--- src/rtl/clock_set_ctrl.sv ---
// clock_set_ctrl: turns mode/advance/alarm buttons into set levels and advance strobes.
// Optional held-advance auto-repeat: define CLOCK_SET_AUTO_REPEAT_EN.
module clock_set_ctrl #(
    parameter int TIMEOUT = 30,
    parameter int HOLD    = 2,
    parameter int RPT     = 1
) (
    input  logic       clk,
    input  logic       rst,
    input  logic       mode_btn,
    input  logic       adv_btn,
    input  logic       alm_btn,
    output logic       timeset,
    output logic       alarmset,
    output logic       minadv,
    output logic       hrsadv,
    output logic       dayadv,
    output logic       datadv,
    output logic       monadv,
    output logic       alarmon,
    output logic [3:0] state
);

    typedef enum logic [3:0] {
        RUN   = 4'd0,
        T_MIN = 4'd1,
        T_HRS = 4'd2,
        T_DAY = 4'd3,
        T_DAT = 4'd4,
        T_MON = 4'd5,
        A_MIN = 4'd6,
        A_HRS = 4'd7,
        A_DAY = 4'd8
    } state_e;

    if (TIMEOUT < 2 || TIMEOUT > 255) begin : g_bad_timeout
        $error("TIMEOUT out of range");
    end
    if (HOLD < 1 || HOLD > 255) begin : g_bad_hold
        $error("HOLD out of range");
    end
    if (RPT < 1 || RPT > 255) begin : g_bad_rpt
        $error("RPT out of range");
    end

    localparam logic [7:0] TO_LAST = 8'(TIMEOUT - 1);

    logic [2:0] btn_raw;
    logic [2:0] s1_q;
    logic [2:0] s2_q;
    logic [2:0] s3_q;
    logic [2:0] s3_d;
    logic [1:0] warm_q;
    logic       mode_p;
    logic       adv_p;
    logic       alm_p;
    logic       any_p;

    state_e     state_q;
    state_e     state_d;
    logic [7:0] idle_q;
    logic [7:0] idle_d;
    logic       alarmon_q;
    logic       alarmon_d;
    logic       ts_q;
    logic       ts_d;
    logic       as_q;
    logic       as_d;
    logic [4:0] stb_q;
    logic [4:0] stb_d;
    logic       active;
    logic       adv_go;
    logic       rep_go;

    assign btn_raw = {alm_btn, adv_btn, mode_btn};

    // sync3 is held at 1 until two sync cycles elapse, so a held button is no press
    assign s3_d   = (warm_q == 2'd2) ? s2_q : s3_q;
    assign mode_p = s2_q[0] & ~s3_q[0];
    assign adv_p  = s2_q[1] & ~s3_q[1];
    assign alm_p  = s2_q[2] & ~s3_q[2];
    assign any_p  = mode_p | adv_p | alm_p;

    always_ff @(posedge clk or negedge rst) begin
        if (!rst) begin
            s1_q   <= '0;
            s2_q   <= '0;
            s3_q   <= '1;
            warm_q <= '0;
        end else begin
            s1_q <= btn_raw;
            s2_q <= s1_q;
            s3_q <= s3_d;
            if (warm_q != 2'd2) begin
                warm_q <= warm_q + 2'd1;
            end
        end
    end

    assign active = (state_q != RUN) && (state_q <= A_DAY);

`ifdef CLOCK_SET_AUTO_REPEAT_EN
    localparam logic [7:0] HOLD8 = 8'(HOLD);
    localparam logic [7:0] RPT8  = 8'(RPT);

    logic [7:0] rpt_q;
    logic [7:0] rpt_d;
    logic       rfirst_q;
    logic       rfirst_d;

    always_comb begin
        rpt_d    = '0;
        rfirst_d = 1'b1;
        rep_go   = 1'b0;
        if (active && s2_q[1] && !mode_p) begin
            if (adv_p) begin
                rpt_d = 8'd1;
            end else if (rpt_q != 8'd0) begin
                if (rpt_q == (rfirst_q ? HOLD8 : RPT8)) begin
                    rep_go   = 1'b1;
                    rpt_d    = 8'd1;
                    rfirst_d = 1'b0;
                end else begin
                    rpt_d    = rpt_q + 8'd1;
                    rfirst_d = rfirst_q;
                end
            end
        end
    end

    always_ff @(posedge clk or negedge rst) begin
        if (!rst) begin
            rpt_q    <= '0;
            rfirst_q <= 1'b1;
        end else begin
            rpt_q    <= rpt_d;
            rfirst_q <= rfirst_d;
        end
    end
`else
    assign rep_go = 1'b0;
`endif

    always_comb begin
        state_d   = state_q;
        idle_d    = idle_q;
        alarmon_d = alarmon_q ^ alm_p;
        stb_d     = '0;
        adv_go    = active && ((adv_p && !mode_p) || rep_go);

        if (mode_p) begin
            unique case (state_q)
                RUN:     state_d = T_MIN;
                T_MIN:   state_d = T_HRS;
                T_HRS:   state_d = T_DAY;
                T_DAY:   state_d = T_DAT;
                T_DAT:   state_d = T_MON;
                T_MON:   state_d = A_MIN;
                A_MIN:   state_d = A_HRS;
                A_HRS:   state_d = A_DAY;
                default: state_d = RUN;
            endcase
        end else if (!active) begin
            state_d = RUN;
        end else if (!any_p && idle_q == TO_LAST) begin
            state_d = RUN;
        end

        if (state_d == RUN || any_p || rep_go) begin
            idle_d = '0;
        end else begin
            idle_d = idle_q + 8'd1;
        end

        if (adv_go) begin
            unique case (state_q)
                T_MIN, A_MIN: stb_d = 5'b10000;
                T_HRS, A_HRS: stb_d = 5'b01000;
                T_DAY, A_DAY: stb_d = 5'b00100;
                T_DAT:        stb_d = 5'b00010;
                T_MON:        stb_d = 5'b00001;
                default:      stb_d = 5'b00000;
            endcase
        end

        ts_d = (state_d >= T_MIN) && (state_d <= T_MON);
        as_d = (state_d >= A_MIN) && (state_d <= A_DAY);
    end

    always_ff @(posedge clk or negedge rst) begin
        if (!rst) begin
            state_q   <= RUN;
            idle_q    <= '0;
            alarmon_q <= 1'b0;
            ts_q      <= 1'b0;
            as_q      <= 1'b0;
            stb_q     <= '0;
        end else begin
            state_q   <= state_d;
            idle_q    <= idle_d;
            alarmon_q <= alarmon_d;
            ts_q      <= ts_d;
            as_q      <= as_d;
            stb_q     <= stb_d;
        end
    end

    assign timeset  = ts_q;
    assign alarmset = as_q;
    assign minadv   = stb_q[4];
    assign hrsadv   = stb_q[3];
    assign dayadv   = stb_q[2];
    assign datadv   = stb_q[1];
    assign monadv   = stb_q[0];
    assign alarmon  = alarmon_q;
    assign state    = state_q;

endmodule

--- config.mk ---
export PLATFORM = sky130hd
export DESIGN_NAME = clock_set_ctrl
export DESIGN_NICKNAME = d
export VERILOG_FILES = /design/src/rtl/clock_set_ctrl.sv
export SDC_FILE = /design/constraint.sdc
export NUM_CORES = 1
export LEC_CHECK = 0
export BUFFER_PORTS_ARGS = -buffer_cell sky130_fd_sc_hd__buf_2
export CAP_MARGIN = 20
export CORE_MARGIN = 2
export CORE_UTILIZATION = 45
export DETAILED_ROUTE_END_ITERATION = 8
export HOLD_SLACK_MARGIN = 0.02
export SETUP_SLACK_MARGIN = 0.1
export SLEW_MARGIN = 15
export SYNTH_ARGS = -nofsm -noshare
export SYNTH_HDL_FRONTEND = slang
export SYNTH_SLANG_ARGS = --single-unit
--- constraint.sdc ---
create_clock -name clk -period 2.2 [get_ports clk]
set_input_delay 0 -clock clk [delete_from_list [all_inputs] [get_ports clk]]
set_output_delay 0 -clock clk [all_outputs]
set_load 0.05 [all_outputs]
==> results.ini <==
[critical_path]
reg2reg_to = idle_q[6]
crit_path_top_delay_cell = dfrtp_2
r2r_start = state[0]
critPathKind = reg2reg
r2r_setup_slack_ps = 240
path_cells = inv_1 -> ha_1 -> nor2b_4 -> xnor2_2 -> nand2_2 -> o31a_4 -> a311oi_2
startpoint_type = flop
required_ps = 2420
rr_worst_depth = 7
cp_top_family = compound AO/OA/AOI/OAI gates
critPathBufInv = 1
cp_max_fo = 10
cp-end-kind = flop
slowest_delay_ps = 460
critPathArrivalTime_ps = 2190

[run]
drv_cap = 0

[clock_tree]
insertion_delay_ps = 330
cts.sinks = 31
cts-root-buf = clkbuf_4
ctsHtreeMaxLevel = 2
post_cts.repair.setup_buffers = 0
clk_pin_slew_ps = 100
cts_made_buffers = 5
clock_path_buffers = 2
cts_tree = built

[placement]
gp_congestion = 0.804
place_hpwl_mm = 1.94
port_buffers = 16
place_area_um2 = 1690

[timing]
finalHoldViolations = 0
fin_crit_ps = 1960
fin_setup_tns_ps = 0
fmax_mhz = 509
setup_viol = 0
period_share_pct = 89.3
rsz0062_at_grt = no
timing.hold.ws_ps = 246
worstMarginPinSlew_ps = 655
finClkSkew_ps = 7.98
drv_slew = 0
relSlewSlack_pct = 56.3

[synth]
synth_flop_cell = dfrtp_1
avgSynthCellArea_um2 = 12.8
yosysWarnings = 0
yosysUniqueCellTypes = 51
synth_nets = 137
synth_edf_count = 0
yosysTopAreaCellShare_pct = 44.2
async_flop_share_pct = 100
synthCells = 124
synth_area_leaders = dfrtp_1 (44%), a311oi_2 (7.6%), ha_1 (6.3%), dfstp_2 (5.0%), xnor2_1 (2.2%)
synth_seq_cells = 31
seq_area_frac_synth_pct = 49.2
synth_top_area_cell = dfrtp_1
syn-cell-area_um2 = 1580

[die]
die_h_um = 63.3
core_area_um2 = 3360
row_count = 21
die_w_um = 63.3
start_util_pct = 47.1
dieArea_um2 = 4010
ios = 17

[final_layout]
finish.utilization_pct = 54.2
synthToLayoutAreaGrowth_pct = 15.1
fillers = 318
finalInstanceArea_um2 = 1820
drive_gt1_share_pct = 39.6
fin_nets = 161
diodes = 0

[outcome]
status = completed

[drt]
viasPerCell = 5.25
ant_nets = 0
num_vias = 1024
wirelength_mm = 2.72
post-route-drc-count = 0
avgRoutedWirePerCell_um = 13.9
drtIter0Drc = 34
firstDrtPassIters = 4

[global_route]
grt_overflow = 0
grt_use_total_pct = 15.7
grt_pass1_wl_mm = 4.83
grt_pass1_vias = 1032
antenna_found_initial = 0
grt_max_degree = 32

[hold_path]
hp-class = in2async

[power]
power.leakage_nw = 0.827
pwr_density_cell_nw_per_um2 = 1020
irDropWorstVdd_mv = 0.510

-- metal layers --
layer,up-vias,GRT usage (%),part of all wire (%)
met5,-,0,0
met4,0,5.71,2.0
met3,7,4.82,4.3
met2,23,24.2,47
met1,504,20.9,47
li1,490,-,-
-- area by class of cell --
cell class	count	area [um2]	area share (%)
Multi-Input combinational cell	79	718	39.4
Inverter	7	28.8	1.58
Timing Repair Buffer	24	150	8.24
Clock buffer	6	51.3	2.81
Clock inverter	2	35.0	1.92
Tap cell	46	57.6	3.16
Sequential cell	31	782	42.9
-- metrics by stage --
stage | setup slack, ps | power [mW] | std cells
final | 235 | 1.85 | 195
after global routing | 148 | 1.97 | 195
after CTS | 143 | 1.86 | 195
after detailed placement | 103 | 1.39 | 183
after global placement | 178 | 1.38 | 183
after floorplan | 184 | 1.26 | 124
-- cell usage in the layout, fill, tap and decap left out, drive strengths merged, types with 2 or more instances in the layout --
| cell | instances |
|---|---|
| nor3 | 2 |
| mux2 | 3 |
| xnor2 | 5 |
| dfstp | 3 |
| xor2 | 3 |
| inv | 7 |
| o21ai | 3 |
| nand3 | 3 |
| and2 | 2 |
| dfrtp | 28 |
| nor2b | 3 |
| nand2 | 4 |
| mux2i | 2 |
| nand2b | 4 |
| a311oi | 8 |
| ha | 8 |
| nor4 | 2 |
| buf | 20 |
| nor2 | 5 |
| or2 | 2 |
| a211oi | 3 |
| clkbuf | 6 |
| dlygate4sd3 | 4 |
| and3 | 4 |
-- power breakdown --
group / internal (mW) / leakage, nW / total [mW] / switching (mW)
logic: 0.234 / 0.385 / 0.671 / 0.436
clock network: 0.268 / 0.0482 / 0.460 / 0.192
registers: 0.637 / 0.394 / 0.720 / 0.0831
total: 1.14 / 0.827 / 1.85 / 0.711
-- state kept, by name, summed over array words and instances (netlist names) --
name and count:
state 4, alarmon 1, timeset 1, s3_q 3, s2_q 3, warm_q 2, stb_q 5, idle_q 8
s1_q 3, alarmset 1
-- worst register-to-register path: stages, from the launching register on --
cell and delay, ps:
dfrtp_2 460, inv_1 130, ha_1 180, nor2b_4 180, xnor2_2 140, nand2_2 110
o31a_4 370, a311oi_2 310
-- worst max path at each step --
stage	from	endpoint	slack (ps)	depth (start not counted)
6_report	state[0]	idle_q[6]	240	7
5_1_grt	state[0]	idle_q[6]	150	7
4_1_cts	state[0]	idle_q[6]	140	7
3_5_place_dp	state[0]	idle_q[6]	100	7
3_3_place_gp	state[0]	idle_q[2]	180	7
2_1_floorplan	state[0]	idle_q[7]	180	8
-- synthesized netlist by cell type, types with 2 or more instances --
master	instances
nor2b_1	2
buf_4	2
or2_1	2
dfrtp_1	28
nand2_1	3
nand3_1	2
inv_1	5
ha_1	8
o21ai_0	2
mux2i_1	2
a311oi_2	8
dfstp_2	3
buf_6	2
nor2_1	4
a211oi_2	2
mux2_2	3
xnor2_1	4
and3_1	4
nor3_1	2
nor4_1	2
xor2_1	3
nand2b_1	2
-- kinds of logic after synthesis --
group	share of synthesized area [%]
compound gates	15.6
xor+xnor	4.90
fa+ha+maj	6.32
buf+inv	6.00
flops	49.2
mux	3.40
simple gates	14.6
-- repair_timing --
item	4_1_cts	5_1_grt
endpoints found under the setup margin	1	8
hold buffers	4	0
pin swaps	0	1
cloned	0	0
hold endpoints to repair	31	0
resized for setup	1	1
No activity file was read; power rests on OpenSTA's default activity.
